$ cat config.mk
export PLATFORM = sky130hd
export DESIGN_NAME = vga_digit_flat
export DESIGN_NICKNAME = d
export VERILOG_FILES = /design/src/rtl/vga_pkg.sv /design/src/rtl/vga_digit_if.sv /design/src/rtl/seg7_decode.sv /design/src/rtl/vga_digit.sv /design/src/flat_wrapper.sv
export SDC_FILE = /design/constraint.sdc
export NUM_CORES = 1
export LEC_CHECK = 0
export BUFFER_PORTS_ARGS = -buffer_cell sky130_fd_sc_hd__buf_2
export CORE_ASPECT_RATIO = 1.5
export CORE_UTILIZATION = 30
export CTS_CLUSTER_SIZE = 24
export DETAILED_ROUTE_END_ITERATION = 10
export HOLD_SLACK_MARGIN = 0.1
export PLACE_DENSITY_LB_ADDON = 0.08
export SYNTH_ARGS = -nofsm -noshare
export SYNTH_HDL_FRONTEND = slang
export SYNTH_SLANG_ARGS = --single-unit
$ cat constraint.sdc
create_clock -name clk -period 5.3 [get_ports clk]
set_input_delay 1.06 -clock clk [delete_from_list [all_inputs] [get_ports clk]]
set_output_delay 1.06 -clock clk [all_outputs]
set_load 0.05 [all_outputs]
$ cat src/rtl/vga_pkg.sv
// Shared 640x480@60 timing constants, digit-box geometry, colours and the
// segment-rectangle helper used by vga_digit.
package vga_pkg;

  localparam logic [9:0] H_VISIBLE = 10'd640;
  localparam logic [9:0] H_FRONT   = 10'd16;
  localparam logic [9:0] H_SYNC    = 10'd96;
  localparam logic [9:0] H_BACK    = 10'd48;
  localparam logic [9:0] H_TOTAL   = H_VISIBLE + H_FRONT + H_SYNC + H_BACK;

  localparam logic [9:0] V_VISIBLE = 10'd480;
  localparam logic [9:0] V_FRONT   = 10'd10;
  localparam logic [9:0] V_SYNC    = 10'd2;
  localparam logic [9:0] V_BACK    = 10'd33;
  localparam logic [9:0] V_TOTAL   = V_VISIBLE + V_FRONT + V_SYNC + V_BACK;

  localparam logic [9:0] H_SYNC_FIRST = H_VISIBLE + H_FRONT;
  localparam logic [9:0] H_SYNC_LAST  = H_SYNC_FIRST + H_SYNC - 10'd1;
  localparam logic [9:0] V_SYNC_FIRST = V_VISIBLE + V_FRONT;
  localparam logic [9:0] V_SYNC_LAST  = V_SYNC_FIRST + V_SYNC - 10'd1;

  localparam logic [9:0] SEG_T = 10'd16;
  localparam logic [9:0] BOX_W = 10'd96;
  localparam logic [9:0] BOX_H = 10'd160;

  localparam logic [9:0] SEG_X_IN_END = BOX_W - SEG_T - 10'd1;
  localparam logic [9:0] SEG_X_RIGHT  = BOX_W - SEG_T;
  localparam logic [9:0] SEG_Y_MID    = (BOX_H / 10'd2) - (SEG_T / 10'd2);
  localparam logic [9:0] SEG_Y_MID_E  = SEG_Y_MID + SEG_T - 10'd1;
  localparam logic [9:0] SEG_Y_BOT    = BOX_H - SEG_T;

  localparam logic [2:0] GREEN = 3'b010;
  localparam logic [2:0] RED   = 3'b100;

  function automatic logic in_rng(input logic [9:0] v, input logic [9:0] lo,
                                  input logic [9:0] hi);
    return (v >= lo) && (v <= hi);
  endfunction

  // Which segment rectangles {a..g} contain local point (lx, ly).
  function automatic logic [6:0] seg_hits(input logic [9:0] lx, input logic [9:0] ly);
    logic [6:0] h;
    h[6] = in_rng(ly, 10'd0, SEG_T - 10'd1) && in_rng(lx, SEG_T, SEG_X_IN_END);
    h[5] = in_rng(lx, SEG_X_RIGHT, BOX_W - 10'd1) && in_rng(ly, SEG_T, SEG_Y_MID - 10'd1);
    h[4] = in_rng(lx, SEG_X_RIGHT, BOX_W - 10'd1) && in_rng(ly, SEG_Y_MID_E + 10'd1, SEG_Y_BOT - 10'd1);
    h[3] = in_rng(ly, SEG_Y_BOT, BOX_H - 10'd1) && in_rng(lx, SEG_T, SEG_X_IN_END);
    h[2] = in_rng(lx, 10'd0, SEG_T - 10'd1) && in_rng(ly, SEG_Y_MID_E + 10'd1, SEG_Y_BOT - 10'd1);
    h[1] = in_rng(lx, 10'd0, SEG_T - 10'd1) && in_rng(ly, SEG_T, SEG_Y_MID - 10'd1);
    h[0] = in_rng(ly, SEG_Y_MID, SEG_Y_MID_E) && in_rng(lx, SEG_T, SEG_X_IN_END);
    return h;
  endfunction

endpackage

$ cat src/rtl/vga_digit_if.sv
// Digit-in / VGA-out signal bundle for vga_digit; the design takes the slave view.
interface vga_digit_if;
  logic [3:0] num;
  logic       vgae2;
  logic       hsync;
  logic       vsync;
  logic [2:0] rgb;

  modport master (output num, output vgae2, input hsync, input vsync, input rgb);
  modport slave  (input num, input vgae2, output hsync, output vsync, output rgb);
endinterface

$ cat src/rtl/seg7_decode.sv
// Combinational digit to {a..g} segment mask; 15 shows "E", 10-14 are dark.
module seg7_decode (
  input  logic [3:0] digit_i,
  output logic [6:0] seg_o
);

  // Standard 7-segment patterns, bit 6 = a down to bit 0 = g.
  always_comb begin
    seg_o = 7'b000_0000;
    case (digit_i)
      4'd0:    seg_o = 7'b111_1110;
      4'd1:    seg_o = 7'b011_0000;
      4'd2:    seg_o = 7'b110_1101;
      4'd3:    seg_o = 7'b111_1001;
      4'd4:    seg_o = 7'b011_0011;
      4'd5:    seg_o = 7'b101_1011;
      4'd6:    seg_o = 7'b101_1111;
      4'd7:    seg_o = 7'b111_0000;
      4'd8:    seg_o = 7'b111_1111;
      4'd9:    seg_o = 7'b111_1011;
      4'd15:   seg_o = 7'b100_1111;
      default: seg_o = 7'b000_0000;
    endcase
  end

endmodule

$ cat src/rtl/vga_digit.sv
// 640x480@60 VGA generator drawing one frame-latched 7-segment digit.
// Define VGA_CLKDIV_EN to derive the pixel tick from a 2:1 divider of clk.
module vga_digit
  import vga_pkg::*;
#(
  parameter int DIGIT_X = 272,
  parameter int DIGIT_Y = 160
) (
  input  logic        clk,
  input  logic        reset,
  vga_digit_if.slave  bus
);

  localparam logic [10:0] BOX_X0 = 11'(DIGIT_X);
  localparam logic [10:0] BOX_X1 = BOX_X0 + {1'b0, BOX_W};
  localparam logic [10:0] BOX_Y0 = 11'(DIGIT_Y);
  localparam logic [10:0] BOX_Y1 = BOX_Y0 + {1'b0, BOX_H};

  logic       tick_s;
  logic [9:0] hc_q, hc_d, vc_q, vc_d;
  logic [3:0] num_q, num_d;
  logic       en_q, en_d;
  logic       hsync_q, hsync_d, vsync_q, vsync_d;
  logic [2:0] rgb_q, rgb_d;
  logic [6:0] seg_mask_s;
  logic [2:0] colour_s;
  logic [9:0] lx_s, ly_s;
  logic       in_box_s, visible_s, lit_s, frame_end_s;

`ifdef VGA_CLKDIV_EN
  logic div_q;

  // Divider starts at 0 so the first tick lands on the second edge after reset.
  always_ff @(posedge clk or posedge reset) begin
    if (reset) begin
      div_q <= 1'b0;
    end else begin
      div_q <= ~div_q;
    end
  end

  assign tick_s = div_q;
`else
  assign tick_s = 1'b1;
`endif

  seg7_decode u_seg7_decode (
    .digit_i (num_q),
    .seg_o   (seg_mask_s)
  );

  assign frame_end_s = (hc_q == H_TOTAL - 10'd1) && (vc_q == V_TOTAL - 10'd1);

  // Raster counters and the frame latch advance only on pixel ticks.
  always_comb begin
    hc_d  = hc_q;
    vc_d  = vc_q;
    num_d = num_q;
    en_d  = en_q;
    if (tick_s) begin
      if (hc_q == H_TOTAL - 10'd1) begin
        hc_d = 10'd0;
        if (vc_q == V_TOTAL - 10'd1) begin
          vc_d = 10'd0;
        end else begin
          vc_d = vc_q + 10'd1;
        end
      end else begin
        hc_d = hc_q + 10'd1;
        vc_d = vc_q;
      end
      if (frame_end_s) begin
        num_d = bus.num;
        en_d  = bus.vgae2;
      end else begin
        num_d = num_q;
        en_d  = en_q;
      end
    end else begin
      hc_d  = hc_q;
      vc_d  = vc_q;
      num_d = num_q;
      en_d  = en_q;
    end
  end

  assign in_box_s  = ({1'b0, hc_q} >= BOX_X0) && ({1'b0, hc_q} < BOX_X1) &&
                     ({1'b0, vc_q} >= BOX_Y0) && ({1'b0, vc_q} < BOX_Y1);
  assign lx_s      = hc_q - BOX_X0[9:0];
  assign ly_s      = vc_q - BOX_Y0[9:0];
  assign visible_s = (hc_q < H_VISIBLE) && (vc_q < V_VISIBLE);
  assign lit_s     = in_box_s && (|(seg_hits(lx_s, ly_s) & seg_mask_s));
  assign colour_s  = (num_q == 4'd15) ? RED : GREEN;

  // Output stage: sync and colour for the current counter value, registered together.
  always_comb begin
    hsync_d = hsync_q;
    vsync_d = vsync_q;
    rgb_d   = rgb_q;
    if (tick_s) begin
      hsync_d = !((hc_q >= H_SYNC_FIRST) && (hc_q <= H_SYNC_LAST));
      vsync_d = !((vc_q >= V_SYNC_FIRST) && (vc_q <= V_SYNC_LAST));
      if (visible_s && en_q && lit_s) begin
        rgb_d = colour_s;
      end else begin
        rgb_d = 3'b000;
      end
    end else begin
      hsync_d = hsync_q;
      vsync_d = vsync_q;
      rgb_d   = rgb_q;
    end
  end

  // State register with asynchronous reset to the idle raster position.
  always_ff @(posedge clk or posedge reset) begin
    if (reset) begin
      hc_q    <= 10'd0;
      vc_q    <= 10'd0;
      num_q   <= 4'd0;
      en_q    <= 1'b0;
      hsync_q <= 1'b1;
      vsync_q <= 1'b1;
      rgb_q   <= 3'b000;
    end else begin
      hc_q    <= hc_d;
      vc_q    <= vc_d;
      num_q   <= num_d;
      en_q    <= en_d;
      hsync_q <= hsync_d;
      vsync_q <= vsync_d;
      rgb_q   <= rgb_d;
    end
  end

  assign bus.hsync = hsync_q;
  assign bus.vsync = vsync_q;
  assign bus.rgb   = rgb_q;

endmodule

$ cat src/flat_wrapper.sv
// flat-port wrapper written by rule: the top's interface ports become plain ports
module vga_digit_flat import vga_pkg::*;
#(
  parameter int DIGIT_X = 272,
  parameter int DIGIT_Y = 160
)
  (clk, reset, bus_num, bus_vgae2, bus_hsync, bus_vsync, bus_rgb);
  vga_digit_if bus_i ();
  input  logic clk;
  input  logic reset;
  input wire logic [$bits(bus_i.num)-1:0] bus_num;
  input wire logic [$bits(bus_i.vgae2)-1:0] bus_vgae2;
  output wire logic [$bits(bus_i.hsync)-1:0] bus_hsync;
  output wire logic [$bits(bus_i.vsync)-1:0] bus_vsync;
  output wire logic [$bits(bus_i.rgb)-1:0] bus_rgb;
  assign bus_i.num = bus_num;
  assign bus_i.vgae2 = bus_vgae2;
  assign bus_hsync = bus_i.hsync;
  assign bus_vsync = bus_i.vsync;
  assign bus_rgb = bus_i.rgb;
  vga_digit #(.DIGIT_X(DIGIT_X), .DIGIT_Y(DIGIT_Y)) u_core (.clk(clk), .reset(reset), .bus(bus_i));
endmodule
==> metrics.md <==
| Metric | Value |
|---|---|
| CTS root buf | clkbuf_8 |
| Place WS | 3.016 ns |
| Critical path cell sequence | inv_2 > ha_1 > nor4b_1 > o21ai_1 > a211oi_2 > o22ai_1 > a32oi_1 > a21oi_1 |
| Share of cells above drive strength 1 | 0.1613 |
| Vias/cell | 4.833 |
| EDFF count, synth | 0 |
| Synth top area cells | dfrtp_1 (30%), ha_1 (11%), xnor2_1 (3.9%) |
| Antenna viol nets, final | 0 |
| Crit path launch | u_core.vc_q[5] |
| Post-synthesis adder-cell area fraction | 0.1061 |
| Simple logic cell fraction of the synthesized area | 0.2447 |
| Hpwl dp | 3815 µm |
| Pwr dens | 197.4 nW/µm² |
| Fmax | 434.8 MHz |
| Final wirelength | 5018 µm |
| CP required | 5.45 ns |
| Leading area contributor after synthesis | dfrtp_1 |
| Tcrit/Tclk final | 0.4339 |
| Hold WS | 0.4843 ns |
| First-pass GRT wire length | 8618 µm |
| Hold Fails Final Rpt | 0 |
| H-tree lvl count | 2 |
| Post-Route Setup TNS | 0 ns |
| Largest family of logic cells by synthesized area | simple AND/OR/NAND/NOR gates |
| Vias | 1,682 |
| ANT cells | 0 |
| Worst setup margin | 3.000 ns |
| Cell with the largest stage delay on the worst path | dfrtp_1 |
| Post-synthesis mux area share | 0.03296 |
| Die X | 72.55 µm |
| Postcts setup bufs | 0 |
| Mean cell area of the mapped netlist | 9.141 µm² |
| Port Buffers | 10 |
| Final Core Density | 0.3312 |
| GPL Wtd Cong | 0.7945 |
| Final min period | 2.300 ns |
| Initial antenna violation count | 0 |
| Tot GR Track Use | 0.1449 |
| DRC | 0 |
| Leakage | 1.025 nW |
| Crit Path Class | flip-flop to flip-flop |
| Startpoint Class | flip-flop |
| Setup violations, final | 0 |
| IO Count | 12 |
| CTS Buf Count | 5 |
| Post-synth top area share | 0.3017 |
| NumNets Final | 273 |
| HP Class | flip-flop to flip-flop |
| Most common cell after layout, fill and taps aside | dfrtp_1 |
| Most frequent cells in the layout | dfrtp_1 (27), nand2_1 (22), nor2_1 (20), ha_1 (19) |
| CTS tree | done |
| Max Cap Viol | 0 |
| Peak VDD IR | 0.1025 mV |
| #FFs+latches synth | 29 |
| Hold Buf Count CTS | 0 |
| Layout area overhead | 6.872% |
| Slew Viols, Final | 0 |
| Pre-antenna DRT Iters | 4 |
| Compound-Gate Fraction of Synth Area | 0.1369 |
| Largest net degree at the start of global routing | 30 |
| CTS clock-pin slew for the worst setup and hold paths | 0.07 ns |
| Post-CTS resize count | 0 |
| Synthesized instance count | 245 |
| Synth Flop Type | dfrtp_1 |
| Slowest stage delay, CP | 0.64 ns |
| RSZ-0062 raised after global routing | no |
| Synth warnings | 0 |
| Post-Syn Nets | 271 |
| Longest Clk Path Bufs | 2 |
| Core footprint | 7227 µm² |
| Clock Sinks | 29 |
| Hold_sp | u_core.hc_q[0] |
| Starting DRT DRC Count | 87 |
| Total grt overflow | 0 |
| CP Data Arrival Time | 2.45 ns |
| Initial Util | 0.3099 |
| Clk_lat worst skew | 0.28 ns |
| Final Skew | 0.01294 ns |
| Row count | 38 |
| Critical Path End Type | flip-flop |
| Distinct cell type count after synthesis | 60 |
| CP Max Fanout | 14 |
| Status | completed |
| Post-synth ARST share | 1.000 |
| Reg2reg start | u_core.vc_q[5] |
| Vias in the first global route | 1,699 |
| WL per Instance | 14.42 µm |
| Die footprint | 7822 µm² |
| Sequential area share after synthesis | 0.3251 |
| Synthesized area | 2240 µm² |
| Synth Area in XOR/XNOR | 0.06257 |
| Die H | 107.8 µm |
==> flip-flops by register name, indices dropped and copies added (netlist names) <==
register / flops
u_core.bus.hsync: 1
u_core.bus.rgb: 2
u_core.bus.vsync: 1
u_core.en_q: 1
u_core.hc_q: 10
u_core.num_q: 4
u_core.vc_q: 10
==> power by group <==
group / switching [mW] / total, mW / leakage, nW / internal (mW)
Sequential: 0 / 0.221 / 0.368 / 0.221
Clock: 0.0891 / 0.242 / 0.0585 / 0.153
Combinational: 0.00671 / 0.00885 / 0.598 / 0.00214
==> cell type report <==
| class | count | area, µm² |
|---|---|---|
| Clock buffer | 7 | 86.33 |
| Fill cell | 768 | 4833 |
| Sequential cell | 29 | 728.2 |
| Timing Repair Buffer | 11 | 57.56 |
| Clock inverter | 1 | 30.03 |
| Tap cell | 100 | 125.1 |
| Inverter | 15 | 56.30 |
| Multi-Input combinational cell | 185 | 1310 |
==> stage by stage <==
step	cells	power, mW	instance area [µm²]
after global placement	340	0.2351	2277
after floorplan	245	0.2309	2240
after CTS	348	0.4802	2394
after global routing	348	0.4905	2394
after detailed placement	340	0.2350	2277
final	348	0.4725	2394
==> metal layers <==
metal | global-route usage | wire (µm)
met1 | 0.1657 | 2124
met3 | 0.02528 | 120
met5 | 0 | 0
met4 | 0.05602 | 116
met2 | 0.2617 | 2656
==> cell usage after synthesis, types with 2 or more instances <==
cell / count
buf_4: 5
nand4_1: 4
a211oi_2: 2
and3_1: 5
nand2_1: 22
a21oi_1: 13
o21ai_1: 4
inv_2: 2
nand2b_1: 3
nand3_1: 9
inv_1: 13
o21ai_0: 9
nor3_1: 6
a211oi_1: 2
dfrtp_1: 27
a21boi_0: 2
nor3b_1: 3
xnor2_1: 10
buf_2: 3
buf_6: 7
ha_1: 19
mux2_4: 2
or2b_1: 2
nor4_1: 2
nor4b_1: 2
nor2_1: 20
mux2_2: 3
dfstp_2: 2
xor2_1: 6
nor2b_1: 6
==> critical path, delay by kind of cell, from the launching register on <==
family / cells / cell delay [ns]
buffers and inverters: 1 / 0.09
DFF: 1 / 0.64
AOI/OAI and AO/OA: 5 / 0.88
and+or+nand+nor: 1 / 0.27
adders and majority gates: 1 / 0.29
==> cell families (layout without fill, tap and decap cells) <==
family	after synthesis	count (layout)
other cells	1	1
xor+xnor	16	16
flops	29	29
mux	6	6
simple gates	98	98
compound gates	45	45
buf+inv	31	34
fa+ha+maj	19	19
==> path summary, 6_finish.rpt <==
kind	endpoint	slack (ns)	cells after the start
max	u_core.bus.rgb[1]	3.00	8
max reg2reg	u_core.bus.rgb[1]	3.00	8
min in group asynchronous	u_core.vc_q[2]	0.83	3
min reg2reg	u_core.hc_q[0]	0.48	1
max in group asynchronous	u_core.bus.hsync	4.15	3
min	u_core.hc_q[0]	0.48	1
(Power assumes the default switching activity.)
